$ cat src/rtl/mux8_rr_arbiter.sv
// Round-robin arbiter and sequencer for a shared 8-lane byte multiplexer.
// One lane is granted per beat. The selected byte is registered into a
// single valid/ready output stage. With LOCK_EN set, a multi-beat packet
// keeps the grant on its lane until the beat that carries req_last.
module mux8_rr_arbiter #(
  parameter int NREQ    = 8,
  parameter int DW      = 8,
  parameter bit LOCK_EN = 1'b1
) (
  input  logic                clk_i,
  input  logic                rst_i,
  input  logic [NREQ-1:0]     req_valid_i,
  input  logic [NREQ*DW-1:0]  req_data_i,
  input  logic [NREQ-1:0]     req_last_i,
  output logic [NREQ-1:0]     req_ready_o,
  output logic                out_valid_o,
  output logic [DW-1:0]       out_data_o,
  output logic                out_last_o,
  input  logic                out_ready_i,
  output logic [2:0]          sel_o,
  output logic                locked_o
);

  typedef enum logic {
    IDLE   = 1'b0,
    LOCKED = 1'b1
  } state_t;

  state_t          state_q, state_d;
  logic [2:0]      lk_q, lk_d;
  logic [2:0]      ptr_q, ptr_d;
  logic [2:0]      sel_q, sel_d;
  logic            out_valid_q, out_valid_d;
  logic            out_last_q, out_last_d;
  logic [DW-1:0]   out_data_q, out_data_d;

  logic [2:0]      win;
  logic [2:0]      idx;
  logic            has_win;
  logic            load_en;
  logic            accept;

  // The output register can take a new beat when it is empty or draining.
  assign load_en = !out_valid_q || out_ready_i;
  assign accept  = load_en && has_win;

  // Winner selection: the locked lane while locked, otherwise the first valid
  // lane at or after ptr (descending scan so the nearest lane is kept last).
  always_comb begin
    win     = '0;
    idx     = '0;
    has_win = 1'b0;
    if (state_q == LOCKED) begin
      win     = lk_q;
      has_win = req_valid_i[lk_q];
    end else begin
      for (int k = NREQ - 1; k >= 0; k--) begin
        idx = ptr_q + 3'(k);
        if (req_valid_i[idx]) begin
          win     = idx;
          has_win = 1'b1;
        end
      end
    end
  end

  // Ready goes only to the winning lane, and only in a cycle it is accepted.
  always_comb begin
    req_ready_o = '0;
    if (accept) begin
      req_ready_o[win] = 1'b1;
    end
  end

  // Output stage and pointer next values; everything holds while stalled.
  always_comb begin
    out_valid_d = out_valid_q;
    out_data_d  = out_data_q;
    out_last_d  = out_last_q;
    sel_d       = sel_q;
    ptr_d       = ptr_q;
    if (load_en) begin
      out_valid_d = has_win;
      if (has_win) begin
        out_data_d = req_data_i[DW*win +: DW];
        out_last_d = req_last_i[win];
        sel_d      = win;
        ptr_d      = win + 3'd1;
      end
    end
  end

  // Packet-lock state machine next state; a lane that starts a packet without
  // last is held until its own last beat is accepted.
  always_comb begin
    state_d = state_q;
    lk_d    = lk_q;
    if (LOCK_EN && accept) begin
      case (state_q)
        IDLE: begin
          if (!req_last_i[win]) begin
            state_d = LOCKED;
            lk_d    = win;
          end
        end
        LOCKED: begin
          if (req_last_i[win]) begin
            state_d = IDLE;
          end
        end
        default: state_d = IDLE;
      endcase
    end
  end

  // State and lock-lane registers; reset drops any lock in progress.
  always_ff @(posedge clk_i) begin
    if (rst_i) begin
      state_q <= IDLE;
      lk_q    <= '0;
    end else begin
      state_q <= state_d;
      lk_q    <= lk_d;
    end
  end

  // Output register, select and round-robin pointer.
  always_ff @(posedge clk_i) begin
    if (rst_i) begin
      out_valid_q <= 1'b0;
      out_data_q  <= '0;
      out_last_q  <= 1'b0;
      sel_q       <= '0;
      ptr_q       <= '0;
    end else begin
      out_valid_q <= out_valid_d;
      out_data_q  <= out_data_d;
      out_last_q  <= out_last_d;
      sel_q       <= sel_d;
      ptr_q       <= ptr_d;
    end
  end

  assign out_valid_o = out_valid_q;
  assign out_data_o  = out_data_q;
  assign out_last_o  = out_last_q;
  assign sel_o       = sel_q;
  assign locked_o    = (state_q == LOCKED);

endmodule

$ cat config.mk
export PLATFORM = sky130hd
export DESIGN_NAME = mux8_rr_arbiter
export DESIGN_NICKNAME = d
export VERILOG_FILES = /design/src/rtl/mux8_rr_arbiter.sv
export SDC_FILE = /design/constraint.sdc
export NUM_CORES = 1
export LEC_CHECK = 0
export CAP_MARGIN = 5
export CORE_MARGIN = 2
export CORE_UTILIZATION = 40
export DETAILED_ROUTE_END_ITERATION = 16
export PLACE_DENSITY = 0.87
export SLEW_MARGIN = 20
export SYNTH_ARGS = -nofsm -noshare
export SYNTH_HDL_FRONTEND = slang
export SYNTH_SLANG_ARGS = --single-unit
$ cat constraint.sdc
create_clock -name clk_i -period 5.85 [get_ports clk_i]
set_clock_uncertainty 0.1 [all_clocks]
set_input_delay 1.755 -clock clk_i [delete_from_list [all_inputs] [get_ports clk_i]]
set_output_delay 1.755 -clock clk_i [all_outputs]
set_load 0.01 [all_outputs]
-- After elaboration in Yosys (flattened, before gate mapping)
Index checks and enable logic that the tools add are counted.
- flip-flop bits (word level): 20
- output and inout port bits: 22
- logic and storage cells: 77
- add/subtract/negate cells: 8
- magnitude comparators: 11
- shift operators: 1
- multiplexer cells: 42
- bitwise operators: 2
- reduce and logical (&&, ||, !) cells: 6
- operators with widths (kind ; count):
    $shiftx 64x7->8 ; 1
    $lt 3x4->1 const B ; 10
    $bmux 1 s3 ; 10
    $mux 3 ; 9
    $mux 1 ; 21
    $add 3x3->3 const B ; 4
    $mux 8 ; 1
    $add 3x1->3 const B ; 2
    $add 3x2->3 const B ; 2
    $demux 1 s3 ; 1
    $ge 3x1->1 const B ; 1
    $reduce_and 3->1 ; 1
    $logic_and 1x1->1 ; 2
    $not 1->1 ; 2
    $reduce_and 2->1 ; 1
    $logic_not 1->1 ; 1
    $logic_or 1x1->1 ; 1

-- Depth between registers and ports, before layout
- depth in word-level cells: 17
- mapped depth: 18
- depth with buffers taken out: 13

-- Worst setup path before layout
OpenSTA, ideal clock, no wires.
- path kind: input to output
- start: input port req_valid_i[2]
- end: output port req_ready_o[4]
- arrival time: 3937 ps
- slack: 58 ps
- stages on the path: 9
- cells stage by stage: mux4_2 mux2i_1 a22oi_1 nand2b_1 a221oi_2 buf_4 buf_4 nand2_1 nor2_1
- cells in the longest elaborated chain, start to end: 16
- elaborated cells between the ends (all ways): 43
- RTL lines (item ; line ; text):
    from (decl) ; 12 ; input logic [NREQ-1:0] req_valid_i,
    $bmux 1 s3 ; 59 ; if (req_valid_i[idx]) begin
    $mux 1 (not written as such) ; 59 ;
    $mux 3 (8 in a row) ; 59 ;
    $mux 3 ; 53 ; if (state_q == LOCKED) begin
    $lt 3x4->1 (not written as such) / $ge 3x1->1 (equally long branches) ; 71 ; req_ready_o[win] = 1'b1;
    $logic_and 1x1->1 (not written as such) ; 71 ;
    $mux 1 (not written as such) ; 71 ;
    $demux 1 s3 ; 71 ;
    $mux 8 * ; 70 ; if (accept) begin
    to (decl) ; 15 ; output logic [NREQ-1:0] req_ready_o,
Every way passes the cells marked *; elsewhere a longest branch is shown, timed or not. The select of a mux whose other input is x is not followed.

-- Final worst setup path
- start: input port req_valid_i[2]
- end: output port req_ready_o[5]
- cells in the longest elaborated chain, start to end: 16
- elaborated cells between the ends (all ways): 43
- RTL lines (item ; line ; text):
    $bmux 1 s3 ; 59 ;
    $mux 1 (not written as such) ; 59 ;
    $mux 3 (7 in a row) ; 59 ;
    $mux 3 * ; 59 ;
    $mux 3 * ; 53 ;
    net win[0] ; 37 ; logic [2:0] win;
    $lt 3x4->1 (not written as such) / $ge 3x1->1 (equally long branches) ; 71 ;
    $logic_and 1x1->1 (not written as such) ; 71 ;
    $mux 1 (not written as such) ; 71 ;
    $demux 1 s3 * ; 71 ;
    $mux 8 * ; 70 ;
The timed path passes the listed nets; every way through them passes the cells marked *. The select of a mux whose other input is x is not followed.

==> flow_summary.rst <==
.. list-table::
   :header-rows: 1

   * - Metric
     - Value
   * - Status
     - finished, violations left
   * - Violations in the final reports
     - negative setup slack
   * - Max transition margin
     - between 40% and 50%
   * - Startpoint of the worst register-to-register path
     - ptr_q[1]$_SDFFE_PP0P_
   * - Diode count
     - 0
   * - Crit path capture type
     - primary output
   * - VDD IR max
     - 0.385 mV
   * - Non-Filler Instances
     - 460
   * - DR vias
     - between 2000 and 3000
   * - Average size of a mapped cell
     - slightly above 9 um2
   * - Share of synthesized registers carrying an async set or reset
     - 0%
   * - Switching power total
     - between 1 and 1.5 mW
   * - Clock tree from TritonCTS
     - yes
   * - Num rows
     - 27
   * - Number of buffers added to fix hold violations after cts
     - 0
   * - Net count after synthesis
     - 329
   * - Drt first pass iters
     - 5
   * - Clk sinks
     - 20
   * - Maximum cell stage delay along the critical path
     - 0.53 ns
   * - Drt initial violations
     - 149
   * - Clk Latency, worst-skew pair
     - ~0.26 ns
   * - Upper clock frequency limit
     - 0.170 GHz
   * - Die Y
     - roughly 80 um
   * - Initial Utilization
     - 41.2%
   * - Die Outline Area
     - 6250 um2
   * - Proportion of total power due to net switching
     - 46.1%
   * - Clock slew seen by the registers of the worst setup and hold paths
     - 0.08 ns
   * - RePlAce Congestion
     - approximately 0.90
   * - Unrepaired setup endpoints after global routing
     - yes
   * - Syn-to-layout area delta
     - 73.3%
   * - CTS Buf Count
     - 3
   * - Longest Clk Path Bufs
     - 2
   * - Max FO, Critical Path
     - 6
   * - Register bit count reported by yosys
     - 20
   * - Start point of the worst min-delay path
     - sel_o[1]$_SDFFE_PP0P_
   * - Placeable core region
     - between 5000 and 6000 um2
   * - Mapped Area
     - between 2000 and 2500 um2
   * - Placed cell count
     - ~450
   * - Top Ports
     - between 100 and 150
   * - Slew Limit Fails
     - 0
   * - Worst-path cell with the longest stage delay
     - sky130_fd_sc_hd__mux4_2
   * - Overflow after GRT
     - 0
   * - Internal Power
     - 1.46 mW
   * - Share of synthesized area occupied by flip-flops and latches
     - about 18%
   * - Global router's overall resource usage
     - 27.9%
   * - Share of the cycle needed by the critical path after routing
     - 101%
   * - Count of final hold-check violations
     - 0
   * - Overall routed net length
     - 8550 um
   * - DRT antenna net count
     - 0
   * - Net count, final
     - around 480
   * - Worst min-delay path category
     - flop to flop
   * - Critical Setup Path Class
     - primary input to primary output
   * - Nature of the critical path startpoint
     - primary input
   * - Leakage component of the power
     - 1.62 nW
   * - First-pass GRT wire length
     - approximately 14000 um
   * - Per-cell via count in the routed design
     - 5.90
   * - Root Buffer
     - sky130_fd_sc_hd__clkbuf_8
   * - Number of enable-type register cells in the synthesized netlist
     - 0
   * - Part of the power in the clock network
     - under 10%
   * - Count of endpoints failing setup in the final report
     - 8
   * - Final Worst Setup Slack
     - -0.0369 ns
   * - Pwr Density
     - approximately 700 nW/um2
   * - Final routed wire length divided by cell count
     - approximately 19 um
   * - Source of the critical timing path
     - req_valid_i[2]
   * - Final-layout fill cell count
     - 382
   * - Number of standard cells after synthesis
     - 243
   * - Fraction of layout instances using a drive strength above 1
     - 36.9%
   * - Distinct cell type count after synthesis
     - 57
   * - Max H-tree Level
     - 1
   * - Number of port buffers
     - ~100
   * - Worst-Margin Slew
     - between 0.8 and 0.9 ns
   * - Via count of the first global-routing pass
     - 2842
   * - Synth Warn #
     - 0
   * - Worst path cell trace
     - buf_8, buf_6, mux4_2, buf_6, nor4_4, buf_4, nor3_4, a221oi_4, buf_4, inv_4, nand2_4, nor2_1, buf_2
   * - DRC violation count after routing
     - 0
   * - Total power of the final layout
     - ~2.7 mW
   * - Register share of total power
     - 9.1%
   * - Critical path required time
     - about 4.0 ns
   * - Data arrival time of the worst path
     - ~4 ns
   * - Part of the power in combinational logic
     - around 87%
   * - Antenna violations before repair
     - 0
   * - Placed wire-length estimate
     - around 6400 um
   * - Post-route minimum period
     - slightly below 6 ns
   * - Dominant register cell in the synthesized netlist
     - sky130_fd_sc_hd__dfxtp_1
   * - Die extent in x
     - just under 80 um
   * - Number of max-cap violations
     - 0
   * - Maximum number of pins on one net before global-route repair
     - 29
final cells by class:
| class | count | area [um2] | area share [%] |
|---|---|---|---|
| flip-flops and latches | 20 | 400 | 10.2 |
| repair buffers | 158 | 1400 | 35.8 |
| well taps | 72 | 90.1 | 2.31 |
| clock buffers | 4 | 55.1 | 1.41 |
| inverters | 10 | 40.0 | 1.02 |
| multi-input cells | 196 | 1920 | 49.2 |
per-stage QoR:
stage	hold WS, ns	cell area [um2]	setup WS [ns]	TNS (ns)	utilization (%)
after floorplan	0.381	2250	0.0577	0	-
after global placement	0.347	3610	-0.712	-5.43	66.0
after detailed placement	0.351	3610	-0.803	-6.07	66.0
after CTS	0.359	3870	0.0104	0	70.7
after global routing	0.398	3910	-0.0844	-0.611	71.4
final	0.365	3910	-0.0369	-0.153	71.4
cell families (layout without fill, tap and decap cells):
group | count (synthesis) | count (layout) | synth area share [%]
xor gates and xnor gates | 3 | 3 | 1.17
muxes | 52 | 52 | 34.6
and+or+nand+nor | 71 | 71 | 15.0
AOI/OAI and AO/OA | 67 | 67 | 23.5
buffers and inverters | 27 | 172 | 6.27
DFF | 20 | 20 | 17.8
adders and majority gates | 3 | 3 | 1.67
cell usage in the layout, fill, tap and decap left out, types with 3 or more instances in the layout:
master / instances
sky130_fd_sc_hd__mux4_2: 17
sky130_fd_sc_hd__mux2_2: 5
sky130_fd_sc_hd__nor2_2: 6
sky130_fd_sc_hd__buf_2: 13
sky130_fd_sc_hd__a222oi_1: 3
sky130_fd_sc_hd__a211oi_1: 3
sky130_fd_sc_hd__o22a_1: 4
sky130_fd_sc_hd__mux2i_1: 21
sky130_fd_sc_hd__nor3_1: 7
sky130_fd_sc_hd__buf_4: 48
sky130_fd_sc_hd__mux2_4: 5
sky130_fd_sc_hd__ha_1: 3
sky130_fd_sc_hd__xor2_1: 3
sky130_fd_sc_hd__dfxtp_1: 20
sky130_fd_sc_hd__mux2i_4: 3
sky130_fd_sc_hd__inv_1: 7
sky130_fd_sc_hd__nand2_1: 14
sky130_fd_sc_hd__a22oi_2: 3
sky130_fd_sc_hd__clkbuf_8: 4
sky130_fd_sc_hd__a21oi_1: 12
sky130_fd_sc_hd__o21ai_2: 4
sky130_fd_sc_hd__nor2_1: 22
sky130_fd_sc_hd__buf_6: 6
sky130_fd_sc_hd__a311oi_1: 5
sky130_fd_sc_hd__nand3_1: 3
sky130_fd_sc_hd__clkdlybuf4s50_1: 88
sky130_fd_sc_hd__o21ai_0: 5
power groups by stage:
stage / Combinational (mW) / Sequential [mW] / Clock, mW
detailed placement: 1.98 / 0.244 / 0
CTS: 2.23 / 0.243 / 0.110
global route: 2.49 / 0.252 / 0.116
global placement: 1.92 / 0.241 / 0
floorplan: 1.27 / 0.238 / 0
finish: 2.35 / 0.246 / 0.108
critical path, delay by kind of cell:
family / cells / cell delay (ns)
mux: 1 / 0.53
buf+inv: 7 / 0.91
simple gates: 4 / 0.49
compound gates: 1 / 0.33
synth_stat cells, types with 2 or more instances:
cell type,n,area share [%]
sky130_fd_sc_hd__buf_2,2,0.44
sky130_fd_sc_hd__buf_6,2,1.0
sky130_fd_sc_hd__xor2_1,3,1.2
sky130_fd_sc_hd__a211oi_1,3,1.0
sky130_fd_sc_hd__o211a_1,2,0.89
sky130_fd_sc_hd__inv_2,2,0.33
sky130_fd_sc_hd__a21oi_1,14,3.1
sky130_fd_sc_hd__nor4_1,2,0.56
sky130_fd_sc_hd__nor3_1,8,1.8
sky130_fd_sc_hd__mux2i_4,2,2.0
sky130_fd_sc_hd__clkbuf_1,9,1.5
sky130_fd_sc_hd__mux4_2,17,17
sky130_fd_sc_hd__buf_4,3,1.0
sky130_fd_sc_hd__mux2_2,8,4.0
sky130_fd_sc_hd__o21ai_0,7,1.6
sky130_fd_sc_hd__o21ai_1,2,0.44
sky130_fd_sc_hd__mux2i_1,22,9.8
sky130_fd_sc_hd__and2_1,3,0.83
sky130_fd_sc_hd__a22o_1,2,0.78
sky130_fd_sc_hd__nor2_1,28,4.7
sky130_fd_sc_hd__inv_1,7,1.2
sky130_fd_sc_hd__ha_1,3,1.7
sky130_fd_sc_hd__dfxtp_1,20,18
sky130_fd_sc_hd__a22oi_1,3,1.0
sky130_fd_sc_hd__nand2_1,17,2.8
sky130_fd_sc_hd__a222oi_1,3,1.3
sky130_fd_sc_hd__nand2b_1,3,0.83
sky130_fd_sc_hd__o22a_1,4,1.6
sky130_fd_sc_hd__o22ai_1,2,0.56
sky130_fd_sc_hd__a32o_1,2,0.89
sky130_fd_sc_hd__a221o_1,2,0.89
sky130_fd_sc_hd__o21bai_1,2,0.67
sky130_fd_sc_hd__nand3_1,3,0.67
sky130_fd_sc_hd__nor3_2,2,0.89
sky130_fd_sc_hd__a311oi_1,5,1.9
sky130_fd_sc_hd__mux2_4,2,1.3
sky130_fd_sc_hd__o221ai_1,2,0.78
state kept, by name, indices dropped and copies added, names as in the netlist:
register	flops
sel_o	3
ptr_q	3
out_data_o	8
out_valid_o	1
out_last_o	1
locked_o	1
lk_q	3
final timing paths:
| path | end | slack (ns) | depth (start not counted) |
|---|---|---|---|
| worst min-delay path | sel_o[1]$_SDFFE_PP0P_ | 0.37 | 2 |
| worst max register to register | lk_q[0]$_SDFFE_PP0P_ | 1.00 | 15 |
| worst min register to register | sel_o[1]$_SDFFE_PP0P_ | 0.37 | 2 |
| worst max-delay path | req_ready_o[5] | -0.04 | 13 |
per-layer routing:
metal	up-vias	wire length (um)	global-route usage, %
met2	151	4650	53.3
met4	0	294	12.1
met1	1292	3010	29.4
met5	-	0	0
met3	33	602	5.45
li1	1240	-	-
what timing repair did:
action,in CTS,in global routing
resized for setup,91,24
pin swaps,19,12
setup endpoints to repair,8,8
buffers inserted,12,0
Power figures use the tool's default switching activity.
